$ cat config.mk
export PLATFORM = sky130hd
export DESIGN_NAME = fetch_unit
export DESIGN_NICKNAME = d
export VERILOG_FILES = /design/src/rtl/fetch_unit.sv
export SDC_FILE = /design/constraint.sdc
export NUM_CORES = 1
export LEC_CHECK = 0
export ABC_AREA = 0
export CORE_ASPECT_RATIO = 1.75
export CORE_MARGIN = 5
export CORE_UTILIZATION = 58
export DETAILED_ROUTE_END_ITERATION = 8
export DONT_BUFFER_PORTS = 1
export GPL_TIMING_DRIVEN = 0
export PLACE_DENSITY = 0.88
export SLEW_MARGIN = 30
export SYNTH_ARGS = -nofsm -noshare
export SYNTH_HDL_FRONTEND = slang
export SYNTH_SLANG_ARGS = --single-unit
$ cat constraint.sdc
create_clock -name clk -period 7.2 [get_ports clk]
set_clock_uncertainty 0.15 [all_clocks]
set_input_delay 1.44 -clock clk [delete_from_list [all_inputs] [get_ports clk]]
set_output_delay 1.44 -clock clk [all_outputs]
set_load 0.005 [all_outputs]
$ cat src/rtl/fetch_unit.sv
// fetch_unit: instruction fetch front end.
// Drives PC next-state, imem req/ack, 2-entry inst queue.
module fetch_unit #(
  parameter logic [31:0] RESET_PC = 32'h0000_0000
) (
  input  logic        clk,
  input  logic        rst,
  input  logic [31:0] pc_q,
  output logic [31:0] pc_d,
  output logic        pc_ce,
  output logic        imem_req,
  output logic [31:0] imem_addr,
  input  logic        imem_ack,
  input  logic [31:0] imem_rdata,
  input  logic        redirect,
  input  logic [31:0] redirect_pc,
  output logic        inst_valid,
  output logic [31:0] inst,
  output logic [31:0] inst_pc,
  input  logic        inst_ready
);

  typedef enum logic [1:0] {
    IDLE = 2'd0,
    REQ  = 2'd1,
    DROP = 2'd2
  } state_e;

  state_e      state_q;
  logic [31:0] addr_q;
  logic [1:0]  count_q;
  logic        head_q;
  logic [31:0] qpc_q   [2];
  logic [31:0] qinst_q [2];

  logic        pop;
  logic        push;
  logic        tail;
  logic [1:0]  occ;
  logic [31:0] addr_inc;

  // Wraps modulo 2^32, so FFFFFFFC + 4 gives 0.
  assign addr_inc = addr_q + 32'd4;
  assign pop      = inst_valid & inst_ready;
  assign push     = (state_q == REQ) & imem_ack & ~redirect;
  assign tail     = head_q ^ count_q[0];
  assign occ      = count_q + {1'b0, push} - {1'b0, pop};

  assign imem_req   = (state_q != IDLE);
  assign imem_addr  = addr_q;
  assign inst_valid = (count_q != 2'd0);
  assign inst       = inst_valid ? qinst_q[head_q] : '0;
  assign inst_pc    = inst_valid ? qpc_q[head_q] : '0;

  // PC register next value: reset, then redirect, then ack increment.
  always_comb begin
    pc_ce = 1'b0;
    pc_d  = pc_q;
    if (!rst) begin
      pc_ce = 1'b1;
      pc_d  = RESET_PC;
    end else if (redirect) begin
      pc_ce = 1'b1;
      pc_d  = redirect_pc;
    end else if (push) begin
      pc_ce = 1'b1;
      pc_d  = addr_inc;
    end
  end

  // Request FSM; a slot is reserved at issue so a push never overflows.
  always_ff @(posedge clk) begin
    if (!rst) begin
      state_q <= IDLE;
      addr_q  <= '0;
    end else begin
      unique case (state_q)
        IDLE: begin
          if (!redirect && count_q < 2'd2) begin
            state_q <= REQ;
            addr_q  <= pc_q;
          end
        end
        REQ: begin
          if (redirect) begin
            state_q <= imem_ack ? IDLE : DROP;
          end else if (imem_ack) begin
            if (occ < 2'd2) begin
              addr_q <= addr_inc;
            end else begin
              state_q <= IDLE;
            end
          end
        end
        DROP: begin
          if (imem_ack) begin
            state_q <= IDLE;
          end
        end
        default: state_q <= IDLE;
      endcase
    end
  end

  // Two-entry FIFO; redirect flushes and wins over push/pop.
  always_ff @(posedge clk) begin
    if (!rst) begin
      count_q    <= '0;
      head_q     <= 1'b0;
      qpc_q[0]   <= '0;
      qpc_q[1]   <= '0;
      qinst_q[0] <= '0;
      qinst_q[1] <= '0;
    end else if (redirect) begin
      count_q <= '0;
      head_q  <= 1'b0;
    end else begin
      count_q <= occ;
      if (pop) begin
        head_q <= ~head_q;
      end
      if (push) begin
        qpc_q[tail]   <= addr_q;
        qinst_q[tail] <= imem_rdata;
      end
    end
  end

endmodule

==> run metrics, run 1 <==
outcome=finished, final reports clean; FP Rows=60; final wirelength=28.7 mm; Min Hold Slack=0.412 ns; Seq cells post-synth=166; HP Class=reg2reg; DP Wirelength=21.9 mm; DRT antenna net count=0; critical path type=in2out; first-pass GRT wire length=43.6 mm; IO Count=232; Lkg Pwr=4.05 nW; largest fanout on the critical path=9; later-pin clock latency in the skew report=0.44 ns; CP max-delay cell=or4_1; final setup fails=0; Inst Count DP=1130; top-area cell type share of the netlist area=0.420; Avg Vias per Cell=6.55; switch share=0.254; routability cong.=0.999; Core Region=15500 um^2; CTS H-tree depth=4; Inserted Clock Buffers=17; Gate power share=0.094; setup bufs post-CTS=0; pin count of the biggest net entering global routing=23; Yosys Warn Count=0; Worst EP arrival=3.64 ns; Max-Cap Viols=0; gr usage total=0.306; initial antenna violation count=0; Cell variety after synth=63; routed len/inst=24.7 um; Starting Density=0.592; DIE WIDTH=105 um; Die ar.=18500 um^2; drt initial violations=687; clock power share=0.420; post-synthesis sequential area ratio=0.503; Reg clk slew, reported paths=0.07 ns; number of hold buffers added after CTS=0; Synth area leaders=edfxtp_1 (42%), and3_1 (9.0%), dfxtp_1 (8.3%); Clock Sinks=166; fin util=0.661; CP startpoint kind=input pin; min Tclk post-route=5.23 ns; Net Count, Synth=1041; CP Data Required Time=5.61 ns; Finished Layout Cells=1162; # DRC=0; Die Ht=176 um; drt first pass iters=7; number of buffers added on ports=0; Final nets=1067; post-CTS sizing=0; Synth async-reset ratio=0; grt ovf=0; Avg Inst Size Synth=9.77 um^2; unrepaired setup endpoints after global routing=no; period utilisation layout=0.726; area added between synthesis and finish=11.7%; Slew Viols, Final=0; Post-synth EDFFs=128; Largest stage delay, worst path=0.62 ns; Setup WS pre-CTS=2.12 ns; CTS Root Buffer Type=clkbuf_16; sw power=0.580 mW; Rel. slew slack=0.438; clock tree buffer depth=2; layout cells sized above 1=0.0697; most common cell in the netlist=and3_1; final hold violations=0; fmax=0.191 GHz; number of antenna diodes=0; Primary FF master, synth=edfxtp_1; Post-Syn Instances=937; Vias=7616; vias in the first global route=7754; VDD IR-drop max=0.155 mV; Int Power=1.70 mW; CP endpoint kind=output pin; Power Dens Cells=223 nW/um^2; Sequential Power Share=0.486; CTS tree=yes; synth cell count leaders=and3_1 (131), edfxtp_1 (128), nor2_1 (108); min setup slack post-route=1.97 ns; worst-path cell chain=clkbuf_1, nor2b_1, nand2_1, or4_1, nand3_1; overall power=2.28 mW; Worst-Margin Slew=0.835 ns; mapped cell area=9160 um^2; leading area contributor after synthesis=edfxtp_1
-- routing by layer --
layer / wire length, um / track usage
met4: 2150 / 0.220
met3: 2630 / 0.0743
met2: 14800 / 0.544
met5: 0 / 0
met1: 9140 / 0.305
-- cell type report --
type	instances	area, um^2
fillers	1233	5240
plain buffers	92	425
repair buffers	7	193
well taps	186	233
inverters	4	15.0
multi-input cells	675	4140
clock buffers	17	425
clock inverters	15	190
flip-flops and latches	166	4600
-- stage by stage --
step / setup TNS (ns) / area, um^2
2_1_floorplan: -21.07 / 9160
3_3_place_gp: -367.73 / 9390
3_5_place_dp: 0 / 9610
4_1_cts: 0 / 10200
5_1_grt: 0 / 10200
6_report: 0 / 10200
-- registers in the layout, summed over array words and instances, names as in the netlist, named ones only --
signal     flops
count_q        2
head_q         1
imem_addr     32
qinst_q       64
qpc_q         64
state_q        2
-- critical path: cells and delay by family --
kind	cells	cell delay, ns
AND/OR/NAND/NOR	4	1.81
buffers and inverters	1	0.38
-- final timing paths --
path | start | depth (start not counted) | end | slack, ns
max | rst | 5 | pc_d[31] | 1.97
min | imem_addr[1] | 2 | imem_addr[1] | 0.41
max reg2reg | state_q[0] | 14 | imem_addr[2] | 3.19
min reg2reg | imem_addr[1] | 2 | imem_addr[1] | 0.41
-- cell families after synthesis --
family | count (synthesis) | share of synthesized area
AOI/OAI and AO/OA | 155 | 0.107
xor gates and xnor gates | 28 | 0.0283
muxes | 67 | 0.0732
adders and majority gates | 3 | 0.00410
buffers and inverters | 96 | 0.0481
and+or+nand+nor | 422 | 0.236
DFF | 166 | 0.503
-- power by group through the flow --
stage	Clock, mW	Combinational, mW	Sequential, mW
floorplan	0	0.140	1.12
global placement	0	0.191	1.13
detailed placement	0	0.210	1.13
CTS	0.950	0.212	1.11
global route	0.994	0.233	1.11
finish	0.958	0.214	1.11
-- cell usage in the layout (no fill, tap or decap), drive strengths merged, types with 4 or more instances in the layout --
cell	n
a21oi	32
o22ai	4
o31ai	5
and3	134
nor4	10
nand2	96
o221ai	4
o21a	4
xor2	16
a211oi	6
a21boi	8
nand4	12
edfxtp	128
nor2b	5
buf	25
and4	4
clkbuf	91
or4	4
xnor2	11
a22o	9
nand3	22
and2	11
nor2	108
clkinv	4
o2bb2ai	4
dfxtp	38
nand2b	4
mux2i	67
o21ai	58
inv	10
No activity file was read; power rests on OpenSTA's default activity.
==> inputs of run 2 (changes only) <==
--- a/config.mk
+++ b/config.mk
@@ -8,7 +8,7 @@
 export ABC_AREA = 0
 export CORE_ASPECT_RATIO = 1.75
 export CORE_MARGIN = 5
-export CORE_UTILIZATION = 58
+export CORE_UTILIZATION = 60
 export DETAILED_ROUTE_END_ITERATION = 8
 export DONT_BUFFER_PORTS = 1
 export GPL_TIMING_DRIVEN = 0
==> constraint.sdc (replaced) <==
create_clock -name clk -period 5.1 [get_ports clk]
set_clock_uncertainty 0.15 [all_clocks]
set_input_delay 1.02 -clock clk [delete_from_list [all_inputs] [get_ports clk]]
set_output_delay 1.02 -clock clk [all_outputs]
set_load 0.005 [all_outputs]
==> run 2 against run 1 <==
Against the previous run:
- sequential power grew 41%
- worst setup slack got worse by 1.2 ns
- total power up 41%
- largest power group unchanged
- largest cell class unchanged
- register-to-register slack got worse by 2.2 ns
- first-iteration DRC count down 15%
- clock power increased by 42%
- critical path type unchanged
- non-clock buffer count is 1 lower
==> run metrics, run 2 (same netlist as run 1, synthesis figures left out) <==
outcome=finished, final reports clean; layout cells sized above 1=0.0667 (-0.00294); fillers=1183 (-4.1%); IO Count=232 (unchanged); setup bufs post-CTS=0 (unchanged); Slew Viols, Final=0 (unchanged); commonest non-fill, non-tap cells in the layout=and3_1 (131), edfxtp_1 (128), nor2_1 (108); Max-Cap Viols=0 (unchanged); largest fanout on the critical path=9 (unchanged); Sequential Power Share=0.485 (about the same); Lkg Pwr=4.03 nW (-0.48%); Int Power=2.43 mW (+43%); CP Data Required Time=3.93 ns (-1.68 ns); final setup fails=0 (unchanged); drt initial violations=582 (-15%); number of hold buffers added after CTS=0 (unchanged); DIE WIDTH=103 um (-1.5%); Rel. slew slack=0.432 (-0.00630); VDD IR-drop max=0.222 mV (+43%); DRT antenna net count=0 (unchanged); Min Hold Slack=0.415 ns (+0.00232 ns); Inserted Clock Buffers=17 (unchanged); CP delay by family, top=simple AND/OR/NAND/NOR gates; CTS tree=yes; CP startpoint kind=input pin; min setup slack post-route=0.809 ns (-1.16 ns); CTS Root Buffer Type=clkbuf_16; sw power=0.785 mW (+35%); drt first pass iters=7 (unchanged); routed len/inst=24.6 um (-0.32%); Power Dens Cells=316 nW/um^2 (+42%); Largest stage delay, worst path=0.62 ns (about the same); flop2flop setup slack=0.98 ns (-2.21 ns); Worst EP arrival=3.12 ns (-0.52 ns); CP max-delay cell=or4_1; Gate power share=0.093 (about the same); Vias=7591 (-0.33%); number of antenna diodes=0 (unchanged); Worst-Margin Slew=0.845 ns (+0.00936 ns); min Tclk post-route=4.29 ns; Clock Sinks=166 (unchanged); fmax=0.233 GHz; CTS H-tree depth=4 (unchanged); final wirelength=28.5 mm (-0.75%); fin util=0.683 (+0.0214); Die ar.=17900 um^2 (-3.1%); FF+latch area=4600 um^2 (unchanged); area added between synthesis and finish=11.2%; gr usage total=0.321 (+0.0148); first-pass GRT wire length=43.6 mm (about the same); commonest non-fill, non-tap cell in the layout=and3_1; number of buffers added on ports=0 (unchanged); Setup WS pre-CTS=0.637 ns (-1.49 ns); worst-path cell chain=clkbuf_1, nor2b_1, nand2_1, or4_1, nand3_1; routability cong.=0.993 (-0.59%); initial antenna violation count=0 (unchanged); DP Wirelength=21.4 mm (-2.0%); Starting Density=0.614 (+0.0220); Core Region=14900 um^2 (-3.6%); pin count of the biggest net entering global routing=22 (-4.3%); FP Rows=59 (-1.7%); final hold violations=0 (unchanged); switch share=0.244 (-0.0104); CP endpoint kind=output pin; post-CTS sizing=0 (unchanged); # DRC=0 (unchanged); unrepaired setup endpoints after global routing=no; worst path buffer plus inverter count=1 (unchanged); HP Class=reg2reg; critical path type=in2out; later-pin clock latency in the skew report=0.42 ns (-0.02 ns); Avg Vias per Cell=6.56 (+0.10%); clock tree buffer depth=2 (unchanged); grt ovf=0 (unchanged); Final nets=1066 (-0.094%); period utilisation layout=0.841; Reg clk slew, reported paths=0.06 ns (about the same); Multi-input gate area=4140 um^2 (unchanged); vias in the first global route=7756 (+0.026%); Die Ht=173 um (-1.6%); clock power share=0.422 (+0.002)
run 2: path summary, 6_finish.rpt:
path / endpoint / from / depth (start not counted)
max: pc_d[31] / rst / 5
min: imem_addr[1] / imem_addr[1] / 2
max reg2reg: imem_addr[18] / state_q[0] / 13
min reg2reg: imem_addr[1] / imem_addr[1] / 2
run 2: worst reg2reg max path: cells and delay by family, from the launching register on:
kind | cells | cell delay, ns
and+or+nand+nor | 4 | 0.84
DFF | 1 | 0.31
adders and majority gates | 2 | 0.51
buffers and inverters | 4 | 1.29
xor gates and xnor gates | 1 | 0.30
AOI/OAI and AO/OA | 2 | 0.63
run 2: final cells by class:
cell class,instances,area share
Timing Repair Buffer,6,0.0150
Clock buffer,19,0.0425
Multi-Input combinational cell,675,0.407
Inverter,4,0.00147
Buffer,92,0.0418
Clock inverter,12,0.0177
Tap cell,183,0.0225
Sequential cell,166,0.452
run 2: per-stage QoR:
stage               total power [mW]  cell area, um^2  TNS [ns]  std cells
floorplan                       1.77             9160    -14.89        937
global placement                1.86             9390   -266.99       1120
detailed placement              1.88             9560         0       1126
CTS                             3.22            10200         0       1157
global route                    3.31            10200         0       1157
finish                          3.22            10200         0       1157
run 2: metal layers:
layer	vias to the layer above	track usage	wire [um]
li1	3447	-	-
met5	-	0	0
met4	0	0.218	2020
met3	125	0.0660	2520
met1	3550	0.349	9250
met2	469	0.540	14700
run 2: power groups by stage:
stage          clock network (mW)  logic [mW]  registers [mW]
2_1_floorplan                   0       0.197            1.58
3_3_place_gp                    0       0.269            1.59
3_5_place_dp                    0       0.292            1.59
4_1_cts                      1.37       0.293            1.56
5_1_grt                      1.42       0.324            1.57
6_report                     1.36       0.298            1.56
